`src/rtl/mul_seq_ctrl.sv`:
```
// Sequential unsigned shift-and-add multiplier controller. Time-shares one external
// WIDTH-bit adder, one pass per cycle, to build a 2*WIDTH-bit product.
module mul_seq_ctrl #(
    parameter int WIDTH = 32,
    parameter int CNT_W = 5
) (
    input  logic                 clk,
    input  logic                 reset,
    input  logic                 start,
    input  logic [WIDTH-1:0]     mcand,
    input  logic [WIDTH-1:0]     mplier,
    output logic                 busy,
    output logic                 done,
    output logic [2*WIDTH-1:0]   product,
    output logic [WIDTH-1:0]     add_a,
    output logic [WIDTH-1:0]     add_b,
    output logic                 add_cin,
    input  logic [WIDTH-1:0]     add_sum,
    input  logic                 add_cout
);

    typedef enum logic [1:0] {
        IDLE = 2'd0,
        RUN  = 2'd1,
        DONE = 2'd2
    } state_t;

    state_t               state_q, state_d;
    logic [WIDTH-1:0]     hi_q, hi_d;
    logic [WIDTH-1:0]     lo_q, lo_d;
    logic [WIDTH-1:0]     mc_r_q, mc_r_d;
    logic [CNT_W-1:0]     cnt_q, cnt_d;
    logic [2*WIDTH-1:0]   product_q, product_d;

    always_ff @(posedge clk or posedge reset) begin
        if (reset) begin
            state_q   <= IDLE;
            hi_q      <= '0;
            lo_q      <= '0;
            mc_r_q    <= '0;
            cnt_q     <= '0;
            product_q <= '0;
        end else begin
            state_q   <= state_d;
            hi_q      <= hi_d;
            lo_q      <= lo_d;
            mc_r_q    <= mc_r_d;
            cnt_q     <= cnt_d;
            product_q <= product_d;
        end
    end

    always_comb begin
        state_d   = state_q;
        hi_d      = hi_q;
        lo_d      = lo_q;
        mc_r_d    = mc_r_q;
        cnt_d     = cnt_q;
        product_d = product_q;
        add_a     = '0;
        add_b     = '0;
        add_cin   = 1'b0;

        case (state_q)
            IDLE: begin
                if (start) begin
                    hi_d    = '0;
                    lo_d    = mplier;
                    mc_r_d  = mcand;
                    cnt_d   = '0;
                    state_d = RUN;
                end
            end
            RUN: begin
                add_a = hi_q;
                add_b = lo_q[0] ? mc_r_q : '0;
                // Carry-out becomes the new MSB of hi so no product bit is lost.
                hi_d  = {add_cout, add_sum[WIDTH-1:1]};
                lo_d  = {add_sum[0], lo_q[WIDTH-1:1]};
                cnt_d = cnt_q + CNT_W'(1);
                if (cnt_q == CNT_W'(WIDTH - 1)) begin
                    product_d = {add_cout, add_sum, lo_q[WIDTH-1:1]};
                    state_d   = DONE;
                end
            end
            DONE: begin
                state_d = IDLE;
            end
            default: begin
                state_d = IDLE;
            end
        endcase
    end

    assign busy    = (state_q == RUN);
    assign done    = (state_q == DONE);
    assign product = product_q;

endmodule

```
`config.mk`:
```
export PLATFORM = sky130hd
export DESIGN_NAME = mul_seq_ctrl
export DESIGN_NICKNAME = d
export VERILOG_FILES = /design/src/rtl/mul_seq_ctrl.sv
export SDC_FILE = /design/constraint.sdc
export NUM_CORES = 1
export LEC_CHECK = 0
export ABC_CLOCK_PERIOD_IN_PS = 8100
export CAP_MARGIN = 20
export CORE_MARGIN = 2
export CORE_UTILIZATION = 48
export CTS_BUF_LIST = sky130_fd_sc_hd__clkbuf_4
export DETAILED_ROUTE_END_ITERATION = 7
export PLACE_DENSITY = 0.82
export SYNTH_ARGS = -nofsm -noshare
export SYNTH_HDL_FRONTEND = slang
export SYNTH_SLANG_ARGS = --single-unit
```
`constraint.sdc`:
```
create_clock -name clk -period 8.1 [get_ports clk]
set_clock_uncertainty 0.2 [all_clocks]
set_input_delay 2.43 -clock clk [delete_from_list [all_inputs] [get_ports clk]]
set_output_delay 2.43 -clock clk [all_outputs]
set_load 0.01 [all_outputs]
```
== Word-level counts from Yosys, hierarchy flattened ==
Index checks and enable logic that the tools add are counted.
Widths: inputs -> output; s select.

* Register bits after elaboration: 167
* Input bits: 100
* Logic and storage cells: 30

* Add/sub/neg operators: 1
* Equal/unequal tests: 5
* Multiplexer cells: 12
* Reductions and logical operators: 6

{| class="wikitable"
|+ Operator list
! cell !! count
|-
| $mux 32 || 5
|-
| $pmux 32 s2 || 2
|-
| $pmux 5 s2 || 1
|-
| $reduce_and 2->1 || 4
|-
| $add 5x1->5 const B || 1
|-
| $eq 5x5->1 const B || 1
|-
| $mux 5 || 1
|-
| $mux 2 || 2
|-
| $pmux 2 s2 || 1
|-
| $eq 2x1->1 const B || 1
|-
| $eq 2x2->1 const B || 1
|-
| $logic_not 2->1 || 1
|-
| $ne 2x1->1 const B || 1
|-
| $ne 2x2->1 const B || 1
|-
| $reduce_bool 2->1 || 1
|}

== Longest topological paths before layout ==
* Depth in word-level cells: 3
* Depth in mapped cells: 7

== Least setup slack after synthesis ==
Ideal clock, no wire load.

* Path type: register to output
* Start: register state_q[1]
* End: output add_a[10]
* Arrival time: 1,272 ps
* Required time: 5,470 ps
* Path slack: 4,198 ps
* Stages on the path, launching flop included: 7
* Cells stage by stage: dfrtp_1 > buf_6 > nand2b_4 > inv_4 > buf_2 > clkbuf_1 > and2_1

* Word-level cells in the longest chain between the ends: 2

{| class="wikitable"
|+ Ends and longest elaborated chain
! what !! line !! text
|-
| start, declared || 28 || <nowiki>state_t state_q, state_d;</nowiki>
|-
| start signal, assigned || 44 || <nowiki>state_q <= state_d;</nowiki>
|-
| $eq 2x1->1 || 64 || <nowiki>case (state_q)</nowiki>
|-
| $mux 32 || 64 ||
|-
| end, declared || 15 || <nowiki>output logic [WIDTH-1:0] add_a,</nowiki>
|}

Every way passes these cells.

== Worst setup path after layout ==
* Start: register state_q[1]
* End: output add_a[18]

Same word-level chain as after synthesis.

==> reports/results.txt <==
Avg Inst Size Synth -> 13.14 um^2
Cell Rows -> 45
cts repair resizes -> 0
Yosys top cell by area -> dfrtp_1
via count -> 5325
Die X-Extent -> 127.6 um
gpl congestion -> 0.8040
htree depth -> 4
DR vias/cell -> 5.478
Post-DRT Antenna Nets -> 0
RSZ-0062 raised after global routing -> false
DRT Pass-1 Iters -> 5
worst skew pair latency -> 0.56 ns
max-cap violations -> 0
EDFF count, synth -> 0
Hold Crit Class -> reg -> reg
Tot GR Track Use -> 22.27%
PwrDens -> 335.8 nW/um^2
first-pass GRT wire length -> 28720 um
Worst-path clk slew -> 0.13 ns
VDD IR-drop max -> 163.2 uV
WL/cell -> 18.37 um
count of cell types in the netlist -> 28
clock root cell -> clkbuf_4
Net Count, Synth -> 660
crit path time final -> 5.626 ns
Bufs on Longest Clock Path -> 2
Multi-input gate area -> 2887 um^2
Primary FF master, synth -> dfrtp_1
Synth-to-Final Area Change -> 36.86%
Yosys warning count -> 0
DR iter-0 viols -> 439
Final HPWL DP -> 11990 um
Crit Path Max Fanout -> 103
status -> finished clean
CTS buffer count -> 17
Final Hold Vio Count -> 0
measured slew at the worst slew-check pin -> 0.9445 ns
crit path kind -> reg -> out
Die H -> 127.6 um
number of synthesized register bits -> 167
die area -> 16280 um^2
fillcell total -> 1132
Post-CTS Setup Inserts -> 0
Area contributors post-synth -> dfrtp_1 57%, mux2_4 10%, mux2_2 7.2%
fin crit share -> 69.46%
Rel. slew slack -> 37.03%
hold buffers post-CTS -> 0
CORE AREA -> 15090 um^2
Initial Utilization -> 48.59%
CP Capture Type -> output port
Port Buf Inserts -> 229
Cells after Synth -> 558
antenna violations before repair -> 1
CTS tree -> done
share of post-route cells with drive strength above 1 -> 18.26%
post-route setup slack -> 2.474 ns
Setup Viol. Count Final -> 0
Setup TNS -> 0 ns
Synth top area share -> 57.00%
crit path DAT -> 3.00 ns
FMAX -> 0.1777 GHz
vias in the first global route -> 5515
DRC errors left -> 0
crit path launch type -> flop
Syn Std Cell Area -> 7332 um^2
pin count of the biggest net entering global routing -> 115
Seq/Total Area, Yosys -> 57.00%
Worst Path Required -> 5.47 ns
fin. max-slew vios -> 0
DRT Wirelength -> 17850 um
top post-synthesis cells by count -> 167 x dfrtp_1, 49 x mux2_4, 47 x mux2_2, 34 x a22o_1, 34 x nor2b_1
Final #Nets -> 872
Reg2Reg Setup Slack -> 4.98 ns
most frequent cell after synthesis -> dfrtp_1
I/O pin cnt -> 231
Pleak -> 4.433 nW
ys async rst share -> 100.0%
Overflow after GRT -> 0
register area -> 4179 um^2
Placement Setup Slack -> 3.083 ns
CTS sink cnt -> 167
-- path summary, 6_finish.rpt --
kind | depth (start not counted) | startpoint | end
setup / recovery | 5 | state_q[1]$_DFFE_PP0P_ | add_a[18]
hold / removal | 1 | cnt_q[3]$_DFFE_PP0P_ | cnt_q[3]$_DFFE_PP0P_
setup reg to reg | 6 | state_q[1]$_DFFE_PP0P_ | product[54]$_DFFE_PP0P_
hold reg to reg | 1 | cnt_q[3]$_DFFE_PP0P_ | cnt_q[3]$_DFFE_PP0P_
max in group asynchronous | 4 | reset | hi_q[0]$_DFFE_PP0P_
min in group asynchronous | 2 | reset | product[63]$_DFFE_PP0P_
-- placed cells by master, fill, tap and decap left out, drive strengths merged, types with 20 or more instances in the layout --
| master | Yosys | routed |
|---|---|---|
| clkbuf | 20 | 20 |
| o21ai | 33 | 33 |
| nor2b | 34 | 34 |
| clkdlybuf4s50 | 0 | 229 |
| mux2 | 96 | 96 |
| and3 | 33 | 33 |
| a22oi | 32 | 32 |
| dfrtp | 167 | 167 |
| a22o | 34 | 34 |
| and2 | 32 | 32 |
| a21oi | 33 | 33 |
-- cell type report --
| class | instances | area share, % |
|---|---|---|
| sequential | 167 | 41.65 |
| antenna | 1 | 0.02494 |
| timing repair buffer | 239 | 23.99 |
| multi-input combinational | 341 | 28.77 |
| clock inverter | 12 | 1.509 |
| tap | 188 | 2.344 |
| clock buffer | 20 | 1.496 |
| inverter | 4 | 0.2244 |
-- where the power goes --
part           switching [mW]  internal, mW  leakage [nW]
Sequential              0.223          1.15          1.96
Combinational           0.607         0.878          2.32
Clock                   0.290         0.224         0.155
Total                    1.12          2.25          4.43
-- layer usage --
layer	global-route usage [%]	part of all wire, %
met5	0	0
met4	8.403	1.8
met3	6.533	7.2
met2	34.66	48
met1	29.77	43
-- sequential cells by signal, indices dropped and copies added, names as in the netlist --
register,count
hi_q,32
mc_r_q,32
product,64
cnt_q,5
lo_q,32
state_q,2
-- kinds of logic (layout without fill, tap and decap cells) --
kind of cell / Yosys count / count (layout) / share of synthesized area (%)
AO/OA/AOI/OAI: 134 / 134 / 12.10
adder cells (fa/ha/maj): 2 / 2 / 0.3412
buffers and inverters: 50 / 275 / 3.737
flip-flops: 167 / 167 / 57.00
multiplexers: 98 / 98 / 17.53
other: 1 / 2 / 0.05115
AND/OR/NAND/NOR: 106 / 106 / 9.249
-- through the flow --
stage / instances / total power, mW / util, % / cell area [um^2] / hold WS [ns]
floorplan: 558 / 2.163 / - / 7332 / 0.2385
finish: 972 / 3.370 / 66.50 / 10030 / 0.2950
global route: 972 / 3.583 / 66.50 / 10030 / 0.3242
global placement: 937 / 2.816 / 64.12 / 9676 / 0.2679
CTS: 970 / 3.402 / 66.30 / 10000 / 0.3059
detailed placement: 938 / 2.881 / 64.30 / 9703 / 0.2755
-- worst max-delay path: stages (launching register included) --
cell	delay, ns
dfrtp_1	0.40
nand2b_4	0.16
inv_4	0.66
buf_4	0.45
and2_1	0.18
clkdlybuf4s50_1	0.54
No activity file was read; power rests on OpenSTA's default activity.
